==> src/rtl/cs_next_address_sequencer.sv <==
// Next-address microsequencer: with the address incrementer it forms the
// microprogram counter. Drives CSAddress/ACK combinationally so the chosen
// address becomes the incrementer's registered uPC on the very next edge.
// Call/return use a small internal LIFO of return addresses.
module cs_next_address_sequencer #(
    parameter int unsigned CSAI_DATAWIDTH = 11,
    parameter int unsigned STACK_DEPTH    = 4
) (
    input  logic                      ADDRESS_INCREMENTER_CLOCK_50,
    input  logic                      ADDRESS_INCREMENTER_RESET_InHigh,
    input  logic [CSAI_DATAWIDTH-1:0] SEQ_CSAI_InBus,
    input  logic                      SEQ_Start_In,
    input  logic [2:0]                SEQ_Op_InBus,
    input  logic [CSAI_DATAWIDTH-1:0] SEQ_BranchAddr_InBus,
    input  logic [CSAI_DATAWIDTH-1:0] SEQ_DispatchAddr_InBus,
    input  logic                      SEQ_Cond_In,
    input  logic                      SEQ_Ready_In,
    output logic [CSAI_DATAWIDTH-1:0] SEQ_CSAddress_OutBus,
    output logic                      SEQ_ACK_Out,
    output logic                      SEQ_Halted_Out,
    output logic                      SEQ_Overflow_Out,
    output logic                      SEQ_Underflow_Out
);

    localparam int unsigned W     = CSAI_DATAWIDTH;
    localparam int unsigned SP_W  = $clog2(STACK_DEPTH + 1);
    localparam int unsigned IDX_W = (STACK_DEPTH > 1) ? $clog2(STACK_DEPTH) : 1;

    typedef enum logic [1:0] {
        ST_IDLE = 2'd0,
        ST_RUN  = 2'd1,
        ST_HALT = 2'd2
    } state_t;

    typedef enum logic [2:0] {
        OP_CONT = 3'b000,
        OP_JUMP = 3'b001,
        OP_CJMP = 3'b010,
        OP_CALL = 3'b011,
        OP_RET  = 3'b100,
        OP_DISP = 3'b101,
        OP_WAIT = 3'b110,
        OP_HALT = 3'b111
    } op_t;

    state_t          state;
    state_t          state_next;
    logic [SP_W-1:0] sp;
    logic [W-1:0]    stack [STACK_DEPTH];
    logic            overflow_q;
    logic            underflow_q;

    logic            push;
    logic            pop;
    logic            set_overflow;
    logic            set_underflow;

    logic [W-1:0]    return_addr;
    logic [W-1:0]    top_of_stack;
    logic            stack_full;
    logic            stack_empty;

    // Stack status and the return address a CALL would push
    assign return_addr  = SEQ_CSAI_InBus + W'(1);
    assign stack_full   = (sp == SP_W'(STACK_DEPTH));
    assign stack_empty  = (sp == '0);
    assign top_of_stack = stack[IDX_W'(sp - SP_W'(1))];

    // State register, return stack and sticky error flags
    always_ff @(posedge ADDRESS_INCREMENTER_CLOCK_50 or posedge ADDRESS_INCREMENTER_RESET_InHigh) begin
        if (ADDRESS_INCREMENTER_RESET_InHigh) begin
            state       <= ST_IDLE;
            sp          <= '0;
            overflow_q  <= 1'b0;
            underflow_q <= 1'b0;
            for (int i = 0; i < STACK_DEPTH; i++) begin
                stack[i] <= '0;
            end
        end else begin
            state <= state_next;
            if (push) begin
                stack[IDX_W'(sp)] <= return_addr;
                sp                <= sp + SP_W'(1);
            end else if (pop) begin
                sp <= sp - SP_W'(1);
            end
            if (set_overflow) begin
                overflow_q <= 1'b1;
            end
            if (set_underflow) begin
                underflow_q <= 1'b1;
            end
        end
    end

    // Next state, next address and stack control from state and current op
    always_comb begin
        state_next           = state;
        SEQ_CSAddress_OutBus = SEQ_CSAI_InBus;
        SEQ_ACK_Out          = 1'b0;
        push                 = 1'b0;
        pop                  = 1'b0;
        set_overflow         = 1'b0;
        set_underflow        = 1'b0;

        unique case (state)
            ST_IDLE, ST_HALT: begin
                if (SEQ_Start_In) begin
                    state_next = ST_RUN;
                end
            end
            ST_RUN: begin
                case (op_t'(SEQ_Op_InBus))
                    OP_CONT: begin
                        SEQ_ACK_Out = 1'b1;
                    end
                    OP_JUMP: begin
                        SEQ_CSAddress_OutBus = SEQ_BranchAddr_InBus;
                    end
                    OP_CJMP: begin
                        if (SEQ_Cond_In) begin
                            SEQ_CSAddress_OutBus = SEQ_BranchAddr_InBus;
                        end else begin
                            SEQ_ACK_Out = 1'b1;
                        end
                    end
                    OP_CALL: begin
                        if (stack_full) begin
                            set_overflow = 1'b1;
                            state_next   = ST_HALT;
                        end else begin
                            SEQ_CSAddress_OutBus = SEQ_BranchAddr_InBus;
                            push                 = 1'b1;
                        end
                    end
                    OP_RET: begin
                        if (stack_empty) begin
                            set_underflow = 1'b1;
                            state_next    = ST_HALT;
                        end else begin
                            SEQ_CSAddress_OutBus = top_of_stack;
                            pop                  = 1'b1;
                        end
                    end
                    OP_DISP: begin
                        SEQ_CSAddress_OutBus = SEQ_DispatchAddr_InBus;
                    end
                    OP_WAIT: begin
                        SEQ_ACK_Out = SEQ_Ready_In;
                    end
                    OP_HALT: begin
                        state_next = ST_HALT;
                    end
                    default: begin
                        state_next = ST_HALT;
                    end
                endcase
            end
            default: begin
                state_next = ST_IDLE;
            end
        endcase
    end

    // Status outputs
    assign SEQ_Halted_Out    = (state == ST_HALT);
    assign SEQ_Overflow_Out  = overflow_q;
    assign SEQ_Underflow_Out = underflow_q;

endmodule
==> config.mk <==
export PLATFORM = sky130hd
export DESIGN_NAME = cs_next_address_sequencer
export DESIGN_NICKNAME = d
export VERILOG_FILES = /design/src/rtl/cs_next_address_sequencer.sv
export SDC_FILE = /design/constraint.sdc
export NUM_CORES = 1
export LEC_CHECK = 0
export ABC_CLOCK_PERIOD_IN_PS = 3400
export BUFFER_PORTS_ARGS = -buffer_cell sky130_fd_sc_hd__buf_4
export CORE_UTILIZATION = 50
export DETAILED_ROUTE_END_ITERATION = 6
export PLACE_DENSITY = 0.72
export SLEW_MARGIN = 20
export SYNTH_ARGS = -nofsm -noshare
export SYNTH_HDL_FRONTEND = slang
export SYNTH_SLANG_ARGS = --single-unit
==> constraint.sdc <==
create_clock -name ADDRESS_INCREMENTER_CLOCK_50 -period 3.4 [get_ports ADDRESS_INCREMENTER_CLOCK_50]
set_input_delay 0.34 -clock ADDRESS_INCREMENTER_CLOCK_50 [delete_from_list [all_inputs] [get_ports ADDRESS_INCREMENTER_CLOCK_50]]
set_output_delay 0.34 -clock ADDRESS_INCREMENTER_CLOCK_50 [all_outputs]
set_load 0.02 [all_outputs]
# Yosys cells after proc, flatten, opt, wreduce, memory -nomap -nowiden
# Index checks and enable logic that the tools add are counted.
[classes]
n_addsub = 3
n_reduce_logical = 7
bitwise = 2
n_eq_ne = 14
n_mux = 33
order_cmp = 3
[ops]
columns = ["cell", "count"]
rows = [
  ["$mux 11", 7],
  ["$pmux 11 s5", 1],
  ["$bwmux 44", 1],
  ["$bmux 11 s2", 1],
  ["$demux 11 s2", 1],
  ["$eq 3x3->1 const B", 5],
  ["$mux 1", 14],
  ["$add 11x1->11 const B", 1],
  ["$eq 3x2->1 const B", 2],
  ["$ge 3x3->1 const B", 2],
  ["$logic_not 3->1", 2],
  ["$mux 2", 3],
  ["$mux 3", 2],
  ["$ne 3x3->1 const B", 2],
  ["$not 2->3", 2],
  ["$pmux 2 s3", 1],
  ["$ne 4x2->1 const B", 1],
  ["$pmux 2 s2", 1],
  ["$reduce_and 4->1", 1],
  ["$add 3x1->3 const B", 1],
  ["$eq 3x1->1 const B", 1],
  ["$lt 3x1->1 const B", 1],
  ["$pmux 1 s3", 1],
  ["$sub 3x1->3 const B", 1],
  ["other kinds (7)", 7],
]
[word_totals]
regBits = 51
inputBits = 41
out_inout_bits = 15
elab_cells = 70

# Logic depth before layout (Yosys ltp)
[depth]
ltp_word = 8
mapped_depth = 10
mapped_depth_nobuf = 7

# Worst setup path before layout
# No wires, ideal clock.
[synth_path]
path_type = "reg-to-output"
from = "reg sp[0]"
to = "out SEQ_CSAddress_OutBus[9]"
slack_ps = 726
stages_incl_launch_ff = 10
n_path_buf = 3
t_arrival_ps = 2334
path_cell_list = "dfrtp_1 -> inv_1 -> clkbuf_1 -> ha_1 -> buf_2 -> buf_2 -> mux2i_1 -> a31oi_1 -> a211oi_1 -> nor3_1"
[synth_between]
elab_chain_len = 8
word_cells_on_any_way = 11
[synth_rtl]
columns = ["item", "line", "source"]
rows = [
  ["from (decl)", "48", "logic [SP_W-1:0] sp;"],
  ["from (signal assigned)", "83", "sp <= sp + SP_W'(1);"],
  ["from (signal assigned)", "85", "sp <= sp - SP_W'(1);"],
  ["$sub 3x1->3", "-", ""],
  ["$not 2->3 (not written as such)", "67", "assign top_of_stack = stack[IDX_W'(sp - SP_W'(1))];"],
  ["$bmux 11 s2", "67", ""],
  ["$mux 11 (not written as such) (2 in a row)", "67", ""],
  ["$mux 11", "137", "if (stack_empty) begin"],
  ["$pmux 11 s5 *", "113", "case (op_t'(SEQ_Op_InBus))"],
  ["$mux 11 *", "106", "unique case (state)"],
  ["to (decl)", "18", "output logic [CSAI_DATAWIDTH-1:0] SEQ_CSAddress_OutBus,"],
]
# Every way passes the cells marked *; elsewhere a longest branch is shown, timed or not. The select of a mux whose other input is x is not followed.

# Worst setup path in the final report
# Same ends and word-level chain as after synthesis.

==> flow_metrics.py <==
metrics = {
    "clock_tree": {
        "hold_buffers": 0,
        "cts_resized": 0,
        "cts_tree": "built",
        "cts_htree_levels": 2,
        "cts_buffer_depth": 2,
        "postCtsSetupRepairBufs": 0,
        "cts_sinks": 51,
        "clkTransAtPathRegs_ns": 0.11,
        "root_buffer": "clkbuf_8",
        "cts-buffers-inserted": 5,
        "clock_latency_ns": 0.32,
    },
    "route": {
        "firstDrtPassIters": 5,
        "drt_wl_total_mm": 9.454,
        "vias_per_cell": 5.888,
        "drc": 0,
        "ant_nets": 0,
        "drtIter0Drc": 227,
        "wire_per_inst_um": 17.35,
        "vias": 3209,
    },
    "critical_path": {
        "cp-end-kind": "output pin",
        "worstPathRequired_ns": 3.06,
        "max_stage_delay_ns": 0.68,
        "worstPathCellList": "inv_1, buf_4, ha_1, buf_4, mux2i_1, a31oi_1, a211oi_1, nor3_1, buf_4",
        "cp_common_cell": "buf_4",
        "worst-setup-path-type": "reg -> out",
        "critPathMaxFanout": 13,
        "slowest_stage": "ha_1",
        "start_kind": "register",
        "cp_top_family": "buffers and inverters",
        "path_buf_inv": 4,
        "cp.arrival_ns": 2.79,
    },
    "die": {
        "coreArea_um2": 6832,
        "die_w_um": 86.39,
        "die_h_um": 86.39,
        "die_area_um2": 7463,
        "rows": 30,
        "initial_utilization_pct": 52.12,
        "pin_count": 56,
    },
    "sta": {
        "fmax_mhz": 319.1,
        "finalSetupViolCount": 0,
        "tns_ns": 0,
        "rsz0062_at_grt": "no",
        "slew_headroom_pct": 41.48,
        "fin_crit_ns": 3.134,
        "hold_viol": 0,
        "slew_violations": 0,
        "min_period_over_period_pct": 92.18,
        "finClkSkew_ns": 0.01234,
        "tightest_slew_ns": 0.8768,
    },
    "yosys": {
        "synth_ff_type": "dfrtp_1",
        "yosys_warnings": 0,
        "syn_nets": 460,
        "synthCells": 413,
        "postSynth.asyncResetShare_pct": 100.0,
        "synth_edf_count": 0,
        "avgSynthCellArea_um2": 8.622,
        "synth_cell_type_count": 47,
        "synth_top_cell_by_area": "dfrtp_1",
        "synth_area_leaders": "dfrtp_1, mux2i_1, o21ai_0",
        "ys_seq_area_share_pct": 35.84,
        "netlist.area_leader.share_pct": 35.84,
        "ys_ff_latch": 51,
        "syn_area_um2": 3561,
    },
    "placement": {
        "placedInstanceArea_um2": 3953,
        "gp_congestion": 0.8063,
        "dp_hpwl_mm": 6.838,
        "numPortBuffers": 55,
    },
    "run": {
        "drv_cap": 0,
    },
    "finish": {
        "layout_commonest_cell": "buf_4",
        "areaGrowthSynthToFinish_pct": 13.74,
        "fin_area_um2": 4050,
        "fin_nets": 495,
        "mostFrequentLayoutCells": "buf_4, dfrtp_1, o21ai_0",
        "n_fill_cell": 643,
        "drive_gt1_share_pct": 21.83,
        "antennaDiodeCount": 0,
    },
    "pwr": {
        "cellLeakagePower_nw": 1.918,
        "power.density_nw_per_um2": 725.2,
        "totalPowerFinal_w": 0.002937,
        "irDropWorstVdd_mv": 0.4040,
    },
    "global_routing": {
        "grt_usage_pct": 26.18,
        "grt_max_degree": 52,
        "grt_antenna_before_repair": 0,
        "grt_pass1_vias": 3014,
        "grt_pass1_wl_mm": 15.30,
        "grt.overflow.total": 0,
    },
    "hold_path": {
        "hold_class": "in -> async",
    },
    "status": {
        "outcome": "complete, no violations",
    },
}
[layout make-up]
| type | instances | area [um2] | area share (%) |
|---|---|---|---|
| clock inverters | 3 | 27.53 | 0.6796 |
| clock buffers | 5 | 68.82 | 1.699 |
| inverters | 19 | 72.57 | 1.792 |
| repair buffers | 63 | 473.0 | 11.68 |
| flip-flops and latches | 51 | 1276 | 31.51 |
| multi-input cells | 308 | 2012 | 49.68 |
| well taps | 96 | 120.1 | 2.966 |
[synth_stat cells, types with 2 or more instances]
cell and instances:
dfrtp_1 51, ha_1 6, a21oi_1 34, xnor2_1 9
nand3_1 32, o21ai_0 46, a31oi_1 3, buf_6 5
o21a_1 9, a2111oi_0 2, a211oi_1 4, o211ai_1 9
mux2_4 5, buf_2 16, o221ai_1 2, nand2_1 39
nor3_1 3, nand4_1 3, inv_1 18, nand2b_1 2
nor2b_1 5, o221a_2 5, mux2_2 8, mux2i_1 34
a32oi_1 4, buf_4 3, xor2_1 2, nor2_1 26
clkbuf_1 10
[worst reg2reg max path: stages (launching register included)]
cell,delay (ns)
dfrtp_1,0.36
inv_1,0.04
buf_4,0.18
ha_1,0.26
nand2_1,0.54
and3_4,0.36
nand2_1,0.38
mux2_4,0.44
[cells by family (layout without fill, tap and decap cells)]
family | after synthesis | count (layout) | synth area share, %
XOR/XNOR | 11 | 11 | 2.706
adder cells (fa/ha/maj) | 6 | 6 | 2.108
buffers and inverters | 54 | 90 | 7.660
flip-flops | 51 | 51 | 35.84
multiplexers | 47 | 47 | 14.20
AND/OR/NAND/NOR | 119 | 119 | 15.85
AO/OA/AOI/OAI | 125 | 125 | 21.64
[path summary, 6_finish.rpt]
kind,start,end,slack (ns),cells past startpoint
worst min-delay path,ADDRESS_INCREMENTER_RESET_InHigh,stack[40],0.17,2
worst max register to register,sp[0],stack[20],0.72,7
max in group asynchronous,ADDRESS_INCREMENTER_RESET_InHigh,stack[33],2.70,2
worst min register to register,stack[5],stack[5],0.48,2
worst max-delay path,sp[0],SEQ_CSAddress_OutBus[9],0.27,9
min in group ADDRESS_INCREMENTER_CLOCK_50,SEQ_Start_In,state[0],0.28,3
[where the power goes]
part	internal (W)	switching (W)
Clock	0.000152	0.000226
Combinational	0.000691	0.000842
Sequential	0.000869	0.000157
[metrics by stage]
| stage | setup WS, ns | hold WS, ns | instances | utilization, % |
|---|---|---|---|---|
| after floorplan | 0.7259 | 0.4422 | 413 | - |
| after detailed placement | 0.6644 | 0.4620 | 537 | 57.86 |
| after global placement | 0.7202 | 0.4575 | 537 | 57.86 |
| after CTS | 0.3145 | 0.2855 | 545 | 59.27 |
| final | 0.2657 | 0.1748 | 545 | 59.29 |
| after global routing | 0.1555 | 0.2463 | 545 | 59.29 |
[layer usage]
layer | global-route usage [%] | vias up | routed length [um]
met5 | 0 | - | 0
met4 | 7.727 | 0 | 219
met3 | 3.810 | 20 | 463
met2 | 40.62 | 100 | 4426
met1 | 38.01 | 1553 | 4346
li1 | - | 1536 | -
[registers in the layout, summed over array words and instances (netlist names)]
register / cells
stack: 44
sp: 3
state: 2
SEQ_Overflow_Out: 1
SEQ_Underflow_Out: 1
No activity file was read; power rests on OpenSTA's default activity.
